### src/rtl/puf_response_reader.sv
// Challenge issuer and response evaluator for a pair of ring-oscillator PUFs.
// A challenge is accepted in IDLE and driven to both PUFs. The PUFs are given
// a settle period, then the rising edges of each ring oscillator are counted
// over a fixed window. The two counts are returned with a comparison bit and a
// tie flag, and are held until the consumer takes the response.
module puf_response_reader #(
   parameter int CNT_W  = 16,
   parameter int SETTLE = 16,
   parameter int WINDOW = 1024
) (
   input  logic             clk,
   input  logic             rst_n,
   input  logic             req_valid,
   output logic             req_ready,
   input  logic [7:0]       req_chal,
   input  logic             req_s,
   output logic [7:0]       puf_c,
   output logic             puf_s,
   output logic             puf_en,
   input  logic             ro_a,
   input  logic             ro_b,
   output logic             rsp_valid,
   input  logic             rsp_ready,
   output logic             rsp_bit,
   output logic             rsp_tie,
   output logic [CNT_W-1:0] cnt_a,
   output logic [CNT_W-1:0] cnt_b
);

   // One shared phase timer covers both the settle and the counting phase.
   localparam int TMR_MAX = (SETTLE > WINDOW) ? SETTLE : WINDOW;
   localparam int TMR_W   = $clog2(TMR_MAX + 1);
   localparam logic [TMR_W-1:0] SETTLE_LAST = TMR_W'(SETTLE - 1);
   localparam logic [TMR_W-1:0] WINDOW_LAST = TMR_W'(WINDOW - 1);

   typedef enum logic [1:0] {
      ST_IDLE,
      ST_SETTLE,
      ST_COUNT,
      ST_DONE
   } state_t;

   state_t           state;
   state_t           state_next;
   logic [TMR_W-1:0] timer;
   logic             accept;

   logic a_meta, a_sync, a_hist;
   logic b_meta, b_sync, b_hist;
   logic edge_a, edge_b;

   assign accept = req_valid & req_ready;

   // State register.
   always_ff @(posedge clk or negedge rst_n) begin
      if (!rst_n) begin
         state <= ST_IDLE;
      end else begin
         state <= state_next;
      end
   end

   // Next-state decode and handshake/enable outputs.
   always_comb begin
      state_next = state;
      req_ready  = 1'b0;
      puf_en     = 1'b0;
      rsp_valid  = 1'b0;
      case (state)
         ST_IDLE: begin
            req_ready = 1'b1;
            if (req_valid) state_next = ST_SETTLE;
         end
         ST_SETTLE: begin
            puf_en = 1'b1;
            if (timer == SETTLE_LAST) state_next = ST_COUNT;
         end
         ST_COUNT: begin
            puf_en = 1'b1;
            if (timer == WINDOW_LAST) state_next = ST_DONE;
         end
         ST_DONE: begin
            rsp_valid = 1'b1;
            if (rsp_ready) state_next = ST_IDLE;
         end
         default: state_next = ST_IDLE;
      endcase
   end

   // Phase timer restarts on every state change so each phase counts from 0.
   always_ff @(posedge clk or negedge rst_n) begin
      if (!rst_n) begin
         timer <= '0;
      end else if (state_next != state) begin
         timer <= '0;
      end else if (state == ST_SETTLE || state == ST_COUNT) begin
         timer <= timer + TMR_W'(1);
      end
   end

   // Challenge and polarity are captured only on an accepted request.
   always_ff @(posedge clk or negedge rst_n) begin
      if (!rst_n) begin
         puf_c <= '0;
         puf_s <= 1'b0;
      end else if (accept) begin
         puf_c <= req_chal;
         puf_s <= req_s;
      end
   end

   // Two-flop synchronizers plus a history flop for rising-edge detection.
   always_ff @(posedge clk or negedge rst_n) begin
      if (!rst_n) begin
         a_meta <= 1'b0;
         a_sync <= 1'b0;
         a_hist <= 1'b0;
         b_meta <= 1'b0;
         b_sync <= 1'b0;
         b_hist <= 1'b0;
      end else begin
         a_meta <= ro_a;
         a_sync <= a_meta;
         a_hist <= a_sync;
         b_meta <= ro_b;
         b_sync <= b_meta;
         b_hist <= b_sync;
      end
   end

   assign edge_a = a_sync & ~a_hist;
   assign edge_b = b_sync & ~b_hist;

   // Edge counters clear on acceptance, count only in COUNT and saturate.
   always_ff @(posedge clk or negedge rst_n) begin
      if (!rst_n) begin
         cnt_a <= '0;
         cnt_b <= '0;
      end else if (accept) begin
         cnt_a <= '0;
         cnt_b <= '0;
      end else if (state == ST_COUNT) begin
         if (edge_a && (cnt_a != {CNT_W{1'b1}})) cnt_a <= cnt_a + CNT_W'(1);
         if (edge_b && (cnt_b != {CNT_W{1'b1}})) cnt_b <= cnt_b + CNT_W'(1);
      end
   end

   assign rsp_bit = (cnt_a > cnt_b);
   assign rsp_tie = (cnt_a == cnt_b);

endmodule

### config.mk
export PLATFORM = sky130hd
export DESIGN_NAME = puf_response_reader
export DESIGN_NICKNAME = d
export VERILOG_FILES = /design/src/rtl/puf_response_reader.sv
export SDC_FILE = /design/constraint.sdc
export NUM_CORES = 1
export LEC_CHECK = 0
export ABC_AREA = 1
export BUFFER_PORTS_ARGS = -buffer_cell sky130_fd_sc_hd__buf_2
export CORE_MARGIN = 2
export CORE_UTILIZATION = 35
export CTS_CLUSTER_DIAMETER = 120
export DETAILED_ROUTE_END_ITERATION = 8
export PLACE_DENSITY = 0.59
export SETUP_SLACK_MARGIN = 0.02
export SKIP_CTS_REPAIR_TIMING = 1
export SLEW_MARGIN = 20
export SYNTH_ARGS = -nofsm -noshare
export SYNTH_HDL_FRONTEND = slang
export SYNTH_SLANG_ARGS = --single-unit
### constraint.sdc
create_clock -name clk -period 3.1 [get_ports clk]
set_clock_uncertainty 0.15 [all_clocks]
set_input_delay 0.31 -clock clk [delete_from_list [all_inputs] [get_ports clk]]
set_output_delay 0.31 -clock clk [all_outputs]
set_load 0.02 [all_outputs]
==> qor.tcl <==
set qor(antenna_found_initial) 0
set qor(multi_input_area_um2) 1950
set qor(worst-setup-path-type) {register to output port}
set qor(grtUsageTotal) 0.166
set qor(period_needed_ns) 2.53
set qor(cts.path.max_buffers) 2
set qor(top_level_ports) 61
set qor(postLayoutSetupSlackWorst_ns) 0.574
set qor(worst_hold_path_type) {input port to register}
set qor(timing.setup.tns_ns) 0
set qor(area.sequential_um2) 1500
set qor(first_pass_iters) 5
set qor(hold-worst-slack_ns) 0.00719
set qor(yosys-top-cells-area) {dfrtp_1 41%, nand2_1 11%, ha_1 7.8%, nand3_1 5.7%, xor2_1 5.4%}
set qor(floorplan.initialDensity) 0.360
set qor(synth.yosys.warnings) 0
set qor(finalNetCount) 564
set qor(leakagePower_nw) 2.20
set qor(die-area_um2) 11400
set qor(final.fill_count) 1040
set qor(slowest_delay_ns) 0.45
set qor(timing.critical_path.fanout_max) 6
set qor(run_status) {finished clean}
set qor(mappedNetlistArea_um2) 3700
set qor(grt_start_max_net_pins) 28
set qor(synthCells) 457
set qor(ir_worst_vdd_mv) 0.329
set qor(total_number_of_vias) 3246
set qor(number_of_cells_after_detailed_placement) 648
set qor(clk_pin_slew_ns) 0.07
set qor(area_growth_syn_to_layout_pct) 18.3
set qor(max-cap-violations) 0
set qor(route.final.wire_length_um) 8900
set qor(place_ws_ns) 0.744
set qor(rsz0062_at_grt) {no}
set qor(vias_per_cell) 4.87
set qor(detail-route-antenna-nets) 0
set qor(cts_made_buffers) 9
set qor(crit_required_ns) 2.64
set qor(netlist.top_cell.by_area) {dfrtp_1}
set qor(dr.first_iter.drc_count) 126
set qor(clock-root-buffer) {clkbuf_8}
set qor(avgRoutedWirePerCell_um) 13.3
set qor(synth_seq_cells) 60
set qor(worst_relative_slew_slack) 0.606
set qor(cp-end-kind) {output port}
set qor(finalHoldViolations) 0
set qor(syn_nets) 495
set qor(post-synth-top-area-fraction) 0.406
set qor(via_count_of_the_first_global_routing_pass) 3044
set qor(h-tree-depth) 3
set qor(worst_path_dominant_cell_family) {simple AND/OR/NAND/NOR gates}
set qor(antenna_diodes) 0
set qor(synth_seq_area_share) 0.406
set qor(synth_cell_type_count) 34
set qor(global_route_wire_length_before_repair_um) 14900
set qor(cp_startpoint_kind) {register}
set qor(port-buffer-count) 60
set qor(layout.cells.non_filler) 667
set qor(post_synthesis_area_per_instance_um2) 8.10
set qor(clk_latency_ns) 0.34
set qor(timing.final.max_slew_violations) 0
set qor(power-per-cell-area_nw_per_um2) 705
set qor(num_rows) 37
set qor(gr-total-overflow) 0
set qor(crit_path_cell_trace) {inv_1, ha_1, nand2_1, inv_1, nand3_1, nor4_1, a21oi_1, buf_2}
set qor(max_freq_ghz) 0.396
set qor(die_h_um) 107
set qor(critical_path_arrival_ns) 2.07
set qor(worst_path_max_delay_cell) {dfrtp_1}
set qor(post_route_cells_drive_above_1_share) 0.207
set qor(numClockSinks) 60
set qor(floorplan.die.width_um) 107
set qor(fp.coreArea_um2) 10300
set qor(report.final.setup_viol) 0
set qor(slew_at_the_pin_with_the_worst_max_slew_slack_ns) 0.591
set qor(place.gp.congestion) 0.823
set qor(drt_drc_violations_left) 0
set qor(cpMostUsedCell) {inv_1}
set qor(place.detailed.hpwl_um) 6620
set qor(final_min_period_over_clock_period) 0.815
set qor(timing.critical_path.buf_inv) 3
set qor(clock_tree_from_tritoncts) {yes}
==> final cells by class <==
cell class / count / share of cell area
sequential: 60 / 0.343
tap: 136 / 0.0389
inverter: 51 / 0.0437
clock inverter: 7 / 0.0174
clock buffer: 9 / 0.0283
timing repair buffer: 68 / 0.0840
multi-input combinational: 336 / 0.445
==> Yosys cell counts <==
cell and n:
nor4_1 4, mux2i_1 1, nor3_2 3, inv_1 48
o21ai_4 1, ha_1 23, and3_1 1, nand3b_2 1
clkbuf_1 3, o21ai_1 2, nor3_4 1, nand3_1 42
o21ai_0 8, o31ai_1 5, o21bai_1 1, nand4_2 1
buf_1 2, nand3_2 1, nand2_4 3, a21oi_1 11
a21boi_0 2, nand2_1 111, o21ai_2 15, nor2_1 44
nand4_1 14, o211ai_1 1, xnor2_1 3, xor2_1 23
nand3b_1 2, buf_6 3, nor3_1 12, inv_2 3
dfrtp_1 60, buf_2 2
==> kinds of logic after synthesis <==
logic type / after synthesis / synth area share
buf+inv: 61 / 0.0686
flops: 60 / 0.406
simple gates: 240 / 0.297
compound gates: 46 / 0.0865
fa+ha+maj: 23 / 0.0778
xor+xnor: 26 / 0.0615
mux: 1 / 0.00270
==> power by group <==
| part | internal, mW | switching [mW] | leakage [nW] |
|---|---|---|---|
| combinational | 0.428 | 0.866 | 1.31 |
| sequential | 0.931 | 0.147 | 0.798 |
| clock | 0.375 | 0.340 | 0.0958 |
| total | 1.73 | 1.35 | 2.20 |
==> metrics by stage <==
stage | util | power [mW] | area, um2
5_1_grt | 0.426 | 3.33 | 4380
3_5_place_dp | 0.403 | 2.38 | 4150
4_1_cts | 0.423 | 3.11 | 4350
2_1_floorplan | - | 2.01 | 3700
6_report | 0.426 | 3.09 | 4380
3_3_place_gp | 0.403 | 2.35 | 4150
==> path summary, 6_finish.rpt <==
| kind | from | endpoint | slack (ns) | cells past startpoint |
|---|---|---|---|---|
| worst max-delay path | cnt_b[11] | rsp_bit | 0.57 | 8 |
| worst min-delay path | req_chal[0] | puf_c[0] | 0.007 | 3 |
| worst max register to register | cnt_b[0] | cnt_b[13] | 0.74 | 8 |
| worst min register to register | b_meta | b_sync | 0.20 | 0 |
| max in group asynchronous | rst_n | cnt_b[5] | 1.72 | 3 |
| min in group asynchronous | rst_n | state[0] | 0.35 | 2 |
==> layer usage <==
layer / up-vias / wire length [um] / track usage / part of all wire
li1: 1646 / - / - / -
met1: 1490 / 4230 / 0.239 / 0.48
met2: 99 / 4030 / 0.245 / 0.45
met3: 11 / 507 / 0.0280 / 0.057
met4: 0 / 138 / 0.0724 / 0.015
met5: - / 0 / 0 / 0
==> state kept, by name, indices dropped and copies added (netlist names) <==
register  count
a_sync        1
a_meta        1
b_meta        1
state         2
b_sync        1
timer        11
cnt_a        16
a_hist        1
puf_c         8
puf_s         1
cnt_b        16
b_hist        1
==> layout by cell type, fill, tap and decap left out, types with 3 or more instances in the layout <==
master / n
nor2_1: 44
inv_1: 48
ha_1: 23
o21ai_0: 8
xnor2_1: 3
nor3_1: 12
nand2_4: 3
o21ai_2: 15
nor4_1: 4
nand2_1: 111
a21oi_1: 11
clkbuf_8: 9
nor3_2: 3
inv_2: 3
nand3_1: 42
buf_2: 60
o31ai_1: 5
buf_4: 5
xor2_1: 23
dfrtp_1: 60
nand4_1: 14
dlygate4sd3_1: 3
==> tightest hold or removal path, stage by stage <==
cell and delay (ns):
buf_2 0.08, nand2_1 0.04, nand2_1 0.04
Power figures use the tool's default switching activity.
